**src/rtl/poc_mc.sv**
```systemverilog
// poc_mc: multi-channel parallel output controller.
// Register-bus writes fill per-channel FIFOs drained by a printer handshake FSM.
module poc_mc #(
    parameter int DATA_W     = 8,
    parameter int NUM_CH     = 2,
    parameter int FIFO_DEPTH = 4,
    parameter int ADDR_W     = 3
) (
    input  logic                     clk,
    input  logic                     rst_n,
    input  logic [ADDR_W-1:0]        addr,
    input  logic                     wr_en,
    input  logic                     rd_en,
    input  logic [DATA_W-1:0]        wdata,
    output logic [DATA_W-1:0]        rdata,
    output logic                     irq,
    input  logic [NUM_CH-1:0]        print_ready,
    output logic [NUM_CH*DATA_W-1:0] print_data,
    output logic [NUM_CH-1:0]        pulse_request
);

    localparam int PW = $clog2(FIFO_DEPTH);
    localparam int LW = PW + 1;
    localparam int CW = (NUM_CH > 1) ? $clog2(NUM_CH) : 1;

    localparam logic [ADDR_W-1:0] A_CTRL  = ADDR_W'(0);
    localparam logic [ADDR_W-1:0] A_CHSEL = ADDR_W'(1);
    localparam logic [ADDR_W-1:0] A_DATA  = ADDR_W'(2);
    localparam logic [ADDR_W-1:0] A_STAT  = ADDR_W'(3);
    localparam logic [ADDR_W-1:0] A_PEND  = ADDR_W'(4);
    localparam logic [ADDR_W-1:0] A_CLR   = ADDR_W'(5);

    typedef enum logic [1:0] {
        IDLE    = 2'd0,
        WAIT_LO = 2'd1,
        WAIT_HI = 2'd2
    } ch_state_t;

    logic              irq_en;
    logic [CW-1:0]     ch_sel;
    logic              wr_data;
    logic              wr_clr;
    logic              rd_pend;
    logic [NUM_CH-1:0] push;
    logic [NUM_CH-1:0] ovf;
    logic [NUM_CH-1:0] pending;
    logic [LW-1:0]     lvl_a [NUM_CH];
    logic [LW-1:0]     sel_lvl;
    logic              sel_ovf;
    logic [7:0]        rd8;

    assign wr_data = wr_en && (addr == A_DATA);
    assign wr_clr  = wr_en && (addr == A_CLR);
    assign rd_pend = rd_en && (addr == A_PEND);

    always_comb begin
        push = '0;
        for (int i = 0; i < NUM_CH; i++)
            push[i] = wr_data && (ch_sel == CW'(i));
    end

    for (genvar i = 0; i < NUM_CH; i++) begin : g_ch
        logic [DATA_W-1:0] mem [FIFO_DEPTH];
        logic [PW-1:0]     wptr;
        logic [PW-1:0]     rptr;
        logic [LW-1:0]     level;
        ch_state_t         state;
        logic [DATA_W-1:0] pdata;
        logic              pulse;
        logic              ov;
        logic              pend;
        logic              do_pop;
        logic              do_push;
        logic              is_full;
        logic              pend_set;
        logic              clr_hit;

        if (i < DATA_W) begin : g_clr
            assign clr_hit = wr_clr & wdata[i];
        end else begin : g_noclr
            assign clr_hit = 1'b0;
        end

        assign do_pop   = (state == IDLE) && (level != '0) && print_ready[i];
        assign is_full  = (level == LW'(FIFO_DEPTH));
        // A pop in the same cycle frees the slot a full FIFO needs.
        assign do_push  = push[i] && (!is_full || do_pop);
        assign pend_set = (state == WAIT_HI) && print_ready[i] && (level == '0);

        always_ff @(posedge clk) begin
            if (do_push)
                mem[wptr] <= wdata;
        end

        always_ff @(posedge clk or negedge rst_n) begin
            if (!rst_n) begin
                wptr  <= '0;
                rptr  <= '0;
                level <= '0;
                ov    <= 1'b0;
                pend  <= 1'b0;
            end else begin
                if (do_push)
                    wptr <= wptr + 1'b1;
                if (do_pop)
                    rptr <= rptr + 1'b1;
                level <= level + LW'(do_push) - LW'(do_pop);
                if (push[i] && !do_push)
                    ov <= 1'b1;
                else if (clr_hit)
                    ov <= 1'b0;
                if (push[i])
                    pend <= 1'b0;
                else if (pend_set)
                    pend <= 1'b1;
                else if (rd_pend)
                    pend <= 1'b0;
            end
        end

        always_ff @(posedge clk or negedge rst_n) begin
            if (!rst_n) begin
                state <= IDLE;
                pdata <= '0;
                pulse <= 1'b0;
            end else begin
                pulse <= 1'b0;
                unique case (state)
                    IDLE: begin
                        if (do_pop) begin
                            pdata <= mem[rptr];
                            pulse <= 1'b1;
                            state <= WAIT_LO;
                        end
                    end
                    WAIT_LO: if (!print_ready[i]) state <= WAIT_HI;
                    WAIT_HI: if (print_ready[i]) state <= IDLE;
                    default: state <= IDLE;
                endcase
            end
        end

        assign lvl_a[i]                       = level;
        assign ovf[i]                         = ov;
        assign pending[i]                     = pend;
        assign print_data[i*DATA_W +: DATA_W] = pdata;
        assign pulse_request[i]               = pulse;
    end

    always_comb begin
        sel_lvl = '0;
        sel_ovf = 1'b0;
        for (int i = 0; i < NUM_CH; i++) begin
            if (ch_sel == CW'(i)) begin
                sel_lvl = lvl_a[i];
                sel_ovf = ovf[i];
            end
        end
    end

    always_comb begin
        rd8 = '0;
        case (addr)
            A_CTRL:  rd8 = {7'd0, irq_en};
            A_CHSEL: rd8 = 8'(ch_sel);
            A_STAT:  rd8 = {5'(sel_lvl), sel_ovf, sel_lvl == '0,
                            sel_lvl == LW'(FIFO_DEPTH)};
            A_PEND:  rd8 = 8'(pending);
            default: rd8 = '0;
        endcase
    end

    always_ff @(posedge clk or negedge rst_n) begin
        if (!rst_n) begin
            irq_en <= 1'b0;
            ch_sel <= '0;
            rdata  <= '0;
            irq    <= 1'b0;
        end else begin
            if (wr_en && addr == A_CTRL)
                irq_en <= wdata[0];
            if (wr_en && addr == A_CHSEL && int'(wdata) < NUM_CH)
                ch_sel <= CW'(wdata);
            if (rd_en)
                rdata <= rd8[DATA_W-1:0];
            irq <= irq_en & (|pending);
        end
    end

endmodule

```
**config.mk**
```make
export PLATFORM = sky130hd
export DESIGN_NAME = poc_mc
export DESIGN_NICKNAME = d
export VERILOG_FILES = /design/src/rtl/poc_mc.sv
export SDC_FILE = /design/constraint.sdc
export NUM_CORES = 1
export LEC_CHECK = 0
export BUFFER_PORTS_ARGS = -buffer_cell sky130_fd_sc_hd__buf_2
export CELL_PAD_IN_SITES_DETAIL_PLACEMENT = 1
export CELL_PAD_IN_SITES_GLOBAL_PLACEMENT = 2
export CORE_ASPECT_RATIO = 0.75
export CORE_MARGIN = 2
export CORE_UTILIZATION = 44
export CTS_BUF_LIST = sky130_fd_sc_hd__clkbuf_8 sky130_fd_sc_hd__clkbuf_16
export CTS_CLUSTER_DIAMETER = 100
export CTS_CLUSTER_SIZE = 20
export DETAILED_ROUTE_END_ITERATION = 10
export HOLD_SLACK_MARGIN = 0.12
export PLACE_DENSITY_LB_ADDON = 0.1
export SLEW_MARGIN = 10
export SYNTH_ARGS = -nofsm -noshare
export SYNTH_HDL_FRONTEND = slang
export SYNTH_SLANG_ARGS = --single-unit
```
**constraint.sdc**
```tcl
create_clock -name clk -period 3.6 [get_ports clk]
set_input_delay 0.36 -clock clk [delete_from_list [all_inputs] [get_ports clk]]
set_output_delay 0.36 -clock clk [all_outputs]
set_load 0.01 [all_outputs]
```
==> metrics.cfg <==
[sta]
drv_slew=0
tightest_slew_ns=0.765
fin_worst_skew_ns=0.00963
setup_viol=0
fin_crit_ns=2.89
tns_ns=0
max_clock_freq_mhz=346
rsz0062_at_grt=no
post-route-period-util_pct=80.2
finalHoldViolCount=0
slew-limit-headroom_pct=49.0

[critical_path]
cp.arrival_ns=3.18
worst_path_max_delay_cell=or3b_1
path_class=reg2reg
cp_max_fo=7
crit_top_cell=inv_1
cp_cell_sequence=or3b_1 > a311oi_4 > inv_1 > ha_1 > inv_1 > ha_1 > inv_1 > fa_1 > xnor2_1 > xnor2_1
cp_num_buf_inv=3
required_ns=3.89
critPathTopFamily=adder cells
start_kind=register
critical-path-max-stage-delay_ns=0.55
worstSetupEndpointType=register

[cells_and_area]
stdcell_count=480
area_delta_synth_final_pct=19.2
drive_above_1_share_pct=35.8
diodes=0
nets=362
utilization_pct=54.4

[power]
power.density_nw_per_um2=803
p_leak_nw=2.24
ir_drop_uv=356

[detailed_routing]
ant_nets=0
num_vias=2525
dr.pass1.iters=4
drcViolationCount=0
viasPerCell=5.26
wire_per_inst_um=20.1
drt_wl_total_mm=9.66
first_iter_violations=168

[clock_tree]
ctsHtreeMaxLevel=4
clock-sinks=113
cts_buffer_depth=2
cts_made_buffers=17
root_buffer=clkbuf_16
cts_resized=0
clk-insertion-delay-late_ns=0.41
clk_pin_slew_ns=0.06
cts_tree=yes

[die]
initial_utilization_pct=45.7
fp.dieH_um=94.0
die-area_um2=11700
num_io_pins=44
die_w_um=124
std_cell_rows=32
design.core.area_um2=10400

[global_route]
grt_max_degree=32
grt_pass1_wl_mm=15.4
use_met3_pct=4.79
grt_remaining_overflow=0
met2_usage_pct=26.5
grt_pass1_vias=2670
track_usage_pct=18.9
use_met1_pct=28.1
grt_busiest_layer=met1
antenna_found_initial=0

[logic_synthesis]
ys_ff_latch=113
synth_cell_types=50
avgSynthCellArea_um2=17.0
synth_area_leaders=edfxtp_1 40%, dfrtp_1 26%, mux4_2 7.6%
synth_ff_type=edfxtp_1
syn_inst=280
synth_edf_count=64
synth_area_leader_cell=edfxtp_1
yosysWarnings=0
syn_area_um2=4750
yosys.area.top_type_share_pct=40.4
ys_seq_area_share_pct=66.2
postSynth.asyncResetShare_pct=43.4

[min_path]
hp-class=in2reg

[placed_design]
hpwl_mm=6.67
portBuffers=41
dp_cells=447
gp_routability_congestion=0.732

[job]
maxCapViolCount=0

[outcome]
outcome=complete, no violations

## per-layer routing
| metal | part of all wire [%] | vias to the layer above |
|---|---|---|
| li1 | - | 1146 |
| met1 | 51 | 1322 |
| met2 | 44 | 44 |
| met3 | 3.7 | 13 |
| met4 | 1.6 | 0 |
| met5 | 0 | - |
## path summary, 6_finish.rpt
path / slack (ns) / cells past startpoint / start / end
min in group asynchronous: 0.56 / 2 / rst_n / g_ch[0].pdata[7]
max: 0.71 / 10 / g_ch[1].state[1] / g_ch[1].level[2]
max in group asynchronous: 2.26 / 3 / rst_n / g_ch[0].wptr[0]
min: 0.14 / 2 / print_ready[1] / g_ch[1].state[1]
min reg2reg: 0.50 / 1 / g_ch[0].pdata[4] / g_ch[0].pdata[4]
max reg2reg: 0.71 / 10 / g_ch[1].state[1] / g_ch[1].level[2]
## placed cells by master (no fill, tap or decap), types with 2 or more instances in the layout
cell and n:
edfxtp_1 64, dfrtp_1 49, buf_2 41, inv_1 20
mux2_2 20, clkbuf_16 19, mux4_2 16, ha_1 12
xnor2_1 8, nor2_1 8, and2_2 6, clkinv_2 6
o21ai_0 5, xor2_1 4, nor3_1 3, nand3b_1 3
nand3_1 3, nand2b_1 3, a21oi_1 3, nand2_1 3
or3b_1 2, nor2_4 2, a311oi_4 2, and2_1 2
mux2i_1 2, nor2b_1 2, mux2_4 2, nor3b_1 2
a21boi_0 2, nand4b_1 2, fa_1 2, conb_1 2
clkbuf_8 2, buf_4 2
## stage by stage
step	worst slack [ns]	hold slack, ns	power, mW	area (um2)
floorplan	0.997	0.0644	2.62	4760
global placement	0.763	0.478	2.93	5070
detailed placement	0.659	0.486	2.97	5070
CTS	0.686	0.130	4.60	5660
global route	0.557	0.142	4.79	5660
finish	0.712	0.138	4.55	5660
## state kept, by name (all words and copies together) (netlist names)
signal / flops
g_ch.wptr: 4
irq_en: 1
g_ch.pulse: 2
g_ch.state: 4
g_ch.rptr: 4
rdata: 6
g_ch.mem: 64
ch_sel: 1
irq: 1
g_ch.pdata: 16
g_ch.pend: 2
g_ch.ov: 2
g_ch.level: 6
## area by class of cell
type,instances,area [um2]
multi-input cells,137,1460
clock inverters,11,83.8
inverters,18,67.6
fillers,986,4750
well taps,136,170
flip-flops and latches,113,3150
repair buffers,44,230
clock buffers,21,503
## synth_stat cells, types with 4 or more instances
cell type and count:
and2_2 6, buf_4 4, clkbuf_1 4, dfrtp_1 49
edfxtp_1 64, ha_1 12, inv_1 18, mux2_2 20
mux4_2 16, nor2_1 8, o21ai_0 5, xnor2_1 8
xor2_1 4
## power by group
group          switching [mW]  leakage [nW]  internal [mW]  total (mW)
Combinational           0.461         0.759          0.561        1.02
Sequential              0.295          1.18           1.61        1.91
Clock                   0.565         0.301           1.05        1.62
## cell families after synthesis
group / after synthesis / synth area share, %
flip-flops: 113 / 66.2
AND/OR/NAND/NOR: 50 / 7.42
multiplexers: 40 / 13.4
buffers and inverters: 31 / 3.11
AO/OA/AOI/OAI: 19 / 3.58
adder cells (fa/ha/maj): 14 / 4.00
XOR/XNOR: 12 / 2.21
other: 1 / 0.0789
## worst register-to-register path, stage by stage, from the launching register on
cell      delay, ns
dfrtp_1        0.41
or3b_1         0.55
a311oi_4       0.55
inv_1          0.09
ha_1           0.28
inv_1          0.05
ha_1           0.12
inv_1          0.04
fa_1           0.37
xnor2_1        0.15
xnor2_1        0.13
## what timing repair did
| action | in CTS | in global routing |
|---|---|---|
| hold buffers | 1 | 0 |
| buffers inserted | 0 | 0 |
| endpoints found under the hold margin | 30 | 0 |
(Power assumes the default switching activity.)
